==> src/rtl/pdm_stim_gen.sv <==
// pdm_stim_gen: multi-channel PDM microphone emulator.
// A prescaled mclk/ce_pdm generator drives a first-order sigma-delta modulator.
// The modulator turns a PCM sample stream into PDM bits. A shared tap line
// gives each channel its own tick delay, which models array arrival skew.
// Optional feature: define PDM_STIM_DITHER_EN to add a 16-bit Galois LFSR.
// The LFSR adds 0/+1 to the modulator comparison so that idle tones break up.
`timescale 1ns/1ps
module pdm_stim_gen #(
  parameter int CH    = 4,
  parameter int W     = 12,
  parameter int PRE_W = 8,
  parameter int OSR   = 64,
  parameter int DLY_W = 4
) (
  input  logic              clk,
  input  logic              rst,
  input  logic              en,
  input  logic              clr_i,
  input  logic [PRE_W-1:0]  prescaler,
  input  logic [W-1:0]      sample_i,
  input  logic              sample_valid_i,
  output logic              sample_ready_o,
  input  logic [CH*DLY_W-1:0] delay_i,
  output logic              mclk_o,
  output logic              ce_pdm_o,
  output logic [CH-1:0]     pdm_o,
  output logic              underflow_o
);

  localparam int DL_N  = 1 << DLY_W;
  localparam int OSR_W = $clog2(OSR);
  localparam int AW    = W + 2;
  localparam logic signed [AW-1:0] FS_P = AW'(2 ** (W - 1));

  // Clock generator state
  logic [PRE_W-1:0] cnt_q, cnt_d;
  logic             mclk_q, mclk_d;
  logic             ce_q, ce_d;

  // Datapath state
  logic [W-1:0]           hold_q, hold_d;
  logic                   full_q, full_d;
  logic [W-1:0]           cur_q, cur_d;
  logic signed [AW-1:0]   acc_q, acc_d;
  logic [OSR_W-1:0]       osr_q, osr_d;
  logic [DL_N-1:0]        dl_q, dl_d;
  logic [CH-1:0]          pdm_q, pdm_d;
  logic                   primed_q, primed_d;
  logic                   uf_q, uf_d;

  // Modulator scratch
  logic [W-1:0]           x_sel;
  logic signed [AW-1:0]   e;
  logic                   bit_v;

`ifdef PDM_STIM_DITHER_EN
  logic [15:0]          lfsr_q, lfsr_d;
  logic signed [AW-1:0] e_cmp;
`endif

  // Outputs come straight from flops. sample_ready_o is the registered
  // inverse of full, so it has no combinational path from sample_valid_i.
  assign sample_ready_o = ~full_q;
  assign mclk_o         = mclk_q;
  assign ce_pdm_o       = ce_q;
  assign pdm_o          = pdm_q;
  assign underflow_o    = uf_q;

  // Prescaler: toggle mclk when cnt reaches prescaler; tick on the rising toggle.
  always_comb begin
    cnt_d  = '0;
    mclk_d = 1'b0;
    ce_d   = 1'b0;
    if (en) begin
      if (cnt_q >= prescaler) begin
        cnt_d  = '0;
        mclk_d = ~mclk_q;
        ce_d   = ~mclk_q;
      end else begin
        cnt_d  = cnt_q + PRE_W'(1);
        mclk_d = mclk_q;
      end
    end
  end

  // Handshake: a transfer happens on a clock edge where sample_valid_i and
  // sample_ready_o are both high. The value is then held in hold_q until the
  // next OSR boundary tick pops it. While full, ready stays low, so a load and
  // a pop never fall in the same cycle. clr_i drops any sample offered with it.
  // Datapath: load, tick-driven modulation, delay line, then the clear override.
  always_comb begin
    hold_d   = hold_q;
    full_d   = full_q;
    cur_d    = cur_q;
    acc_d    = acc_q;
    osr_d    = osr_q;
    dl_d     = dl_q;
    pdm_d    = pdm_q;
    primed_d = primed_q;
    uf_d     = uf_q;
    x_sel    = cur_q;
    e        = '0;
    bit_v    = 1'b0;
`ifdef PDM_STIM_DITHER_EN
    lfsr_d   = lfsr_q;
    e_cmp    = '0;
`endif

    if (sample_valid_i && !full_q) begin
      hold_d = sample_i;
      full_d = 1'b1;
    end

    if (ce_q) begin
      // A fresh sample takes effect on the same tick that pops it.
      if (osr_q == '0) begin
        if (full_q) begin
          x_sel    = hold_q;
          cur_d    = hold_q;
          full_d   = 1'b0;
          primed_d = 1'b1;
        end else if (primed_q) begin
          uf_d = 1'b1;
        end
      end
      osr_d = (osr_q == OSR_W'(OSR - 1)) ? '0 : osr_q + OSR_W'(1);

      e = acc_q + {{2{x_sel[W-1]}}, x_sel};
`ifdef PDM_STIM_DITHER_EN
      e_cmp  = e + {{(AW-1){1'b0}}, lfsr_q[0]};
      bit_v  = ~e_cmp[AW-1];
      lfsr_d = lfsr_q[0] ? ((lfsr_q >> 1) ^ 16'hB400) : (lfsr_q >> 1);
`else
      bit_v = ~e[AW-1];
`endif
      acc_d = bit_v ? (e - FS_P) : (e + FS_P);

      // Channels tap the line after the shift, so a delay of 0 gives this tick's bit.
      dl_d = {dl_q[DL_N-2:0], bit_v};
      for (int c = 0; c < CH; c++) begin
        pdm_d[c] = dl_d[delay_i[c*DLY_W +: DLY_W]];
      end
    end

    if (clr_i) begin
      hold_d   = '0;
      full_d   = 1'b0;
      cur_d    = '0;
      acc_d    = '0;
      osr_d    = '0;
      dl_d     = '0;
      pdm_d    = '0;
      primed_d = 1'b0;
      uf_d     = 1'b0;
`ifdef PDM_STIM_DITHER_EN
      lfsr_d   = 16'hACE1;
`endif
    end
  end

  // State registers with synchronous active-high reset.
  always_ff @(posedge clk) begin
    if (rst) begin
      cnt_q    <= '0;
      mclk_q   <= 1'b0;
      ce_q     <= 1'b0;
      hold_q   <= '0;
      full_q   <= 1'b0;
      cur_q    <= '0;
      acc_q    <= '0;
      osr_q    <= '0;
      dl_q     <= '0;
      pdm_q    <= '0;
      primed_q <= 1'b0;
      uf_q     <= 1'b0;
`ifdef PDM_STIM_DITHER_EN
      lfsr_q   <= 16'hACE1;
`endif
    end else begin
      cnt_q    <= cnt_d;
      mclk_q   <= mclk_d;
      ce_q     <= ce_d;
      hold_q   <= hold_d;
      full_q   <= full_d;
      cur_q    <= cur_d;
      acc_q    <= acc_d;
      osr_q    <= osr_d;
      dl_q     <= dl_d;
      pdm_q    <= pdm_d;
      primed_q <= primed_d;
      uf_q     <= uf_d;
`ifdef PDM_STIM_DITHER_EN
      lfsr_q   <= lfsr_d;
`endif
    end
  end

endmodule

==> config.mk <==
export PLATFORM = sky130hd
export DESIGN_NAME = pdm_stim_gen
export DESIGN_NICKNAME = d
export VERILOG_FILES = /design/src/rtl/pdm_stim_gen.sv
export SDC_FILE = /design/constraint.sdc
export NUM_CORES = 1
export LEC_CHECK = 0
export CORE_MARGIN = 4
export CORE_UTILIZATION = 40
export CTS_BUF_LIST = sky130_fd_sc_hd__clkbuf_16
export DETAILED_ROUTE_END_ITERATION = 6
export PLACE_DENSITY_LB_ADDON = 0.3
export REMOVE_ABC_BUFFERS = 1
export SLEW_MARGIN = 20
export SYNTH_ARGS = -nofsm -noshare
export SYNTH_HDL_FRONTEND = slang
export SYNTH_SLANG_ARGS = --single-unit
export TNS_END_PERCENT = 1
==> constraint.sdc <==
create_clock -name clk -period 3.67 [get_ports clk]
set_input_delay 0.5505 -clock clk [delete_from_list [all_inputs] [get_ports clk]]
set_output_delay 0.5505 -clock clk [all_outputs]
set_load 0.02 [all_outputs]
== Word-level counts from Yosys, hierarchy flattened ==
Index checks and enable logic that the tools add are counted.
Operators by class
  $add $sub $neg: 5
  multiply operators: 0
  divide/modulo/power cells: 0
  $lt $le $gt $ge: 5
  equality and inequality tests: 1
  shift-type cells: 0
  multiplexer cells: 17
  bitwise logic cells: 5
  reductions and logical operators: 9
Operators with widths (count)
  12-bit 2-to-1 mux: 3
  4-bit by 5-bit < comparator with 1-bit output, second input constant: 4
  1-bit binary-select mux with 4-bit select: 4
  14-bit by 13-bit adder with 14-bit output, second input constant: 1
  14-bit adder: 1
  14-bit 2-to-1 mux: 1
  14-bit by 13-bit subtractor with 14-bit output, second input constant: 1
  8-bit by 1-bit adder with 8-bit output, second input constant: 1
  8-bit >= comparator: 1
  1-bit 2-to-1 mux: 8
  6-bit by 1-bit adder with 6-bit output, second input constant: 1
  6-bit == test, second input constant: 1
  6-bit zero test: 1
  6-bit 2-to-1 mux: 1
  3-bit OR reduction: 2
  1-bit NOT: 5
  4-bit AND reduction: 1
  2-bit OR reduction: 2
  3-bit AND reduction: 1
  1-bit logical AND: 1
  1-bit zero test: 1
Word-level totals
  register bits after elaboration: 76
  latch bits: 0
  RAM bits: 0
  bits in read-only memories: 0
  input port bits: 41
  output and inout bits: 8
  memories kept: 0

== Depth between registers and ports, before layout ==
  word-level depth: 7
  gate-level depth with buffers: 17
  depth with buffers taken out: 16

== Least setup slack after synthesis ==
Ideal clock, no wire load.
  kind: register -> register
  from: register osr_q[5]
  to: register acc_q[12]
  data arrival time: 3899 ps
  path slack: -314 ps
  cell stages (with the launch flop): 15
  path buffers: 1
  period minus slack after synthesis: 3984 ps
  path through: dfxtp_1 nor4_4 and2_0 buf_2 mux2_2 ha_1 fa_1 a211oi_1 o211ai_1 a311o_1 a21o_1 a21oi_2 xor2_1 fa_1 a211oi_1
Between the ends
  cells in the longest elaborated chain, start to end: 6
  elaborated cells between the ends (all ways): 7
  classes of those cells: 3 x add/sub; 3 x mux; 1 x reduce/logical
Ends and longest elaborated chain
  from (decl): RTL line 45  | logic [OSR_W-1:0] osr_q, osr_d;
  from (signal assigned): RTL line 187  | osr_q <= osr_d;
  6-bit zero test *: RTL line 116  | if (osr_q == '0) begin
  12-bit 2-to-1 mux *
  12-bit 2-to-1 mux *: RTL line 114  | if (ce_q) begin
  14-bit adder *: RTL line 128  | e = acc_q + {{2{x_sel[W-1]}}, x_sel};
  14-bit by 13-bit subtractor with 14-bit output or 14-bit by 13-bit adder with 14-bit output (tied branches): RTL line 136  | acc_d = bit_v ? (e - FS_P) : (e + FS_P);
  14-bit 2-to-1 mux *: RTL line 136
  to (signal assigned): RTL line 170  | acc_q <= '0;
  to (signal assigned): RTL line 186  | acc_q <= acc_d;
  to (decl): RTL line 44  | logic signed [AW-1:0] acc_q, acc_d;
Every way passes the cells marked *; elsewhere a longest branch is shown, timed or not. The select of a mux whose other input is x is not followed.
A chain may end at the register's enable or synchronous reset.

== Worst setup path after layout ==
  from: register osr_q[0]
  to: register acc_q[12]
The elaborated chain is that of the path after synthesis.

==> results.md <==
- Die Ht: 112 microns
- Power Density: 335 mW/mm^2
- Worst slew pin tran: around 0.59 ns
- R2R cell count: 16
- Worst skew pair latency: between 0.3 and 0.4 ns
- Internal power: around 1.5 mW
- Final HPWL DP: between 7000 and 8000 microns
- Fin nets: 634
- Rows: 37
- Final Non-Filler Cells: 706
- Net switching power: about 0.40 mW
- I/O pin count: 49
- DR DRC count: 0
- Synth top area share: 35.1%
- Sequential share of power: ~44%
- Count of input and output buffers: between 40 and 50
- Setup-failing EPs final: 0
- Final setup skew: 0.00862 ns
- GRT overflow: 0
- Critical path class: reg2reg
- Total Routed Length: 10600 microns
- Yosys warnings: 0
- Tcrit/Tclk final: about 100%
- Post-Synthesis Cells: 491
- Finished Core Util: about 54%
- Max IR drop VDD: roughly 0.20 mV
- Placeable Area: roughly 0.010 sq mm
- Synthesized cell area: approximately 0.0043 sq mm
- Total number of vias: roughly 3.7k
- Area leader, netlist: dfxtp_1
- Syn avg cell area: 8.83 sq um
- Vias per cell: roughly 5.2
- P&R area growth vs syn: 30.0%
- Drt wl/cell: around 15 microns
- Most common cell in the synthesized netlist: dfxtp_1
- Initial antenna violation count: 0
- First-pass GRT wire length: 17700 microns
- Placer Congestion: about 0.85
- Pleak: ~2.2 nW
- Critical path startpoint category: flop
- Synth top cells by count: dfxtp_1 (76), nand2_1 (70), nor2_1 (54)
- CP top delay family: adder cells
- Post-synth EDFFs: 0
- Hold Crit Class: reg2reg
- Crit-path cells: inv_2 -> ha_2 -> and2_4 -> and2_4 -> buf_6 -> buf_12 -> mux2_2 -> ha_1 -> buf_4 -> a21oi_1 -> o21ai_1 -> a31o_2 -> or3_4 -> nand2_1 -> fa_1 -> a211oi_2
- Crit Path Max Fanout: 8
- Unrepaired setup endpoints after global routing: yes
- Worst-case clock buffer depth: 2
- Number of DRC markers in iteration 0: between 150 and 200
- Crit path top cell by count: and2_4
- Outcome: finished, final reports clean
- Die Wd: 112 microns
- ANT nets after route: 0
- #FFs+latches synth: 76
- Drt first pass iters: 4
- Max_slew headroom: between 60% and 70%
- Gr usage total: between 15 and 20%
- R2r setup slk: 0.01 ns
- WP buf/inv: 4
- Total CTS buffers: 9
- Total negative slack: 0 ns
- Clock sink total: 76
- Slew Limit Fails: 0
- Slowest CP cell: fa_1
- Clock power share: between 40% and 50%
- H-tree levels: 3
- Post-synthesis sequential area ratio: 35.1%
- Diodes inserted: 0
- Async set-reset flop share out of synthesis: 0%
- HP Start: cur_q[7]$_SDFFE_PP0P_
- Total Die Area: around 0.013 sq mm
- Maximum Capacitance Violations: 0
- CP peak stage delay: 0.43 ns
- Critical path capture point type: flop
- Pin count of the biggest net entering global routing: 43
- Predominant post-synthesis flop cell: dfxtp_1
- WHS Path Cells: 2
- Minimum clock period: between 3 and 4 ns
- Initial Utilization: just over 40%
- Worst Hold Path EP: cur_q[7]$_SDFFE_PP0P_
- Comb power frac: just over 7%
- Root Buffer: clkbuf_16
- Arrival @ worst endpoint: 3.91 ns
- Number of global-route vias before repair: 3724
- FF-to-FF Start: osr_q[0]$_SDFFE_PP0P_
- Ratio of cells with drive above 1 in the final layout: between 10% and 20%
- Reg2Reg Capture Point: acc_q[12]$_SDFFE_PP0P_
- Placed insts: 680
- Max Freq: 273 MHz
- Switching share of power: between 20% and 30%
- Final Hold Viols: 0
- Synth top area cells: dfxtp_1 (35%), ha_1 (7.2%), mux2i_1 (6.2%)
- CTS tree: built
- Yosys cell types: 50
- Clock-pin slew on the worst setup and hold paths: about 0.06 ns
- Worst Path Required: just under 4 ns
## per-layer routing
layer	routed length [microns]	track usage, %	vias up
met5	0	0	-
met4	185	4.65	0
met3	265	3.40	14
met2	5500	30.6	44
met1	4620	20.0	1759
li1	-	-	1885
## layout by cell type, fill, tap and decap left out, types with 8 or more instances in the layout
master           Yosys  final
dfxtp_1             76     71
nand2_1             70     70
nor2_1              54     54
clkdlybuf4s50_1      0     48
a21oi_1             50     47
buf_4                0     33
mux2i_1             27     27
ha_1                25     19
mux2_2              16     14
inv_1               13     12
xor2_1              12     12
mux4_2              11     11
o21ai_0             13     10
o211ai_1            10     10
nand3_1              9      9
clkbuf_16            0      9
nor2b_1              8      8
## worst min-delay path: stages, from the launching register on
cell and delay (ns):
dfxtp_1 0.31, nand2_1 0.05, a21oi_1 0.05
## how the worst max path moves through the flow
stage,from,endpoint,cells past startpoint
final,osr_q[0]$_SDFFE_PP0P_,acc_q[12]$_SDFFE_PP0P_,16
after detailed placement,osr_q[0]$_SDFFE_PP0P_,acc_q[12]$_SDFFE_PP0P_,15
after global placement,osr_q[0]$_SDFFE_PP0P_,acc_q[12]$_SDFFE_PP0P_,15
after floorplan,osr_q[5]$_SDFFE_PP0P_,acc_q[12]$_SDFFE_PP0P_,13
after CTS,osr_q[1]$_SDFFE_PP0P_,acc_q[12]$_SDFFE_PP0P_,15
after global routing,osr_q[0]$_SDFFE_PP0P_,acc_q[12]$_SDFFE_PP0P_,15
## timing repair
action / in CTS / in global routing
hold buffers: 0 / 0
pin swaps: 13 / 11
setup endpoints to repair: 2 / 3
setup buffers: 10 / 2
gates resized for setup: 17 / 18
## per-stage QoR
step | hold slack, ns | setup WS, ns | power, mW | cell area [sq um]
after floorplan | 0.432 | -0.436 | 0.904 | 4240
after global placement | 0.442 | -0.107 | 0.985 | 5110
after detailed placement | 0.445 | -0.179 | 0.987 | 5110
after CTS | 0.453 | 0.00178 | 1.91 | 5570
after global routing | 0.474 | -0.125 | 1.96 | 5640
final | 0.455 | 0.0120 | 1.89 | 5640
## cell type report
type,instances,area (sq um)
Tap cell,136,170
Clock buffer,9,225
Timing Repair Buffer,87,805
Clock inverter,6,81.3
Multi-Input combinational cell,379,2780
Fill cell,991,4820
Inverter,13,48.8
Sequential cell,76,1530
## power groups by stage
stage               sequential (mW)  clock [mW]  combinational, mW
global route                  0.837       0.976              0.147
CTS                           0.836       0.940              0.136
detailed placement            0.855           0              0.133
floorplan                     0.853           0             0.0510
finish                        0.837       0.920              0.135
global placement              0.854           0              0.130
## registers in the layout, summed over array words and instances (netlist names)
register / count
ce_pdm_o: 1
osr_q: 6
cur_q: 12
dl_q: 15
hold_q: 12
full_q: 1
primed_q: 1
pdm_o: 4
cnt_q: 8
acc_q: 14
underflow_o: 1
mclk_o: 1
## cell families (layout without fill, tap and decap cells)
logic type / Yosys count / count (layout) / synth area share [%]
flops: 76 / 76 / 35.1
xor+xnor: 18 / 18 / 3.64
compound gates: 101 / 101 / 14.0
mux: 55 / 55 / 16.7
simple gates: 178 / 178 / 19.1
buf+inv: 36 / 115 / 3.38
fa+ha+maj: 27 / 27 / 8.14
Note: power is estimated with default switching activity, not from simulation.
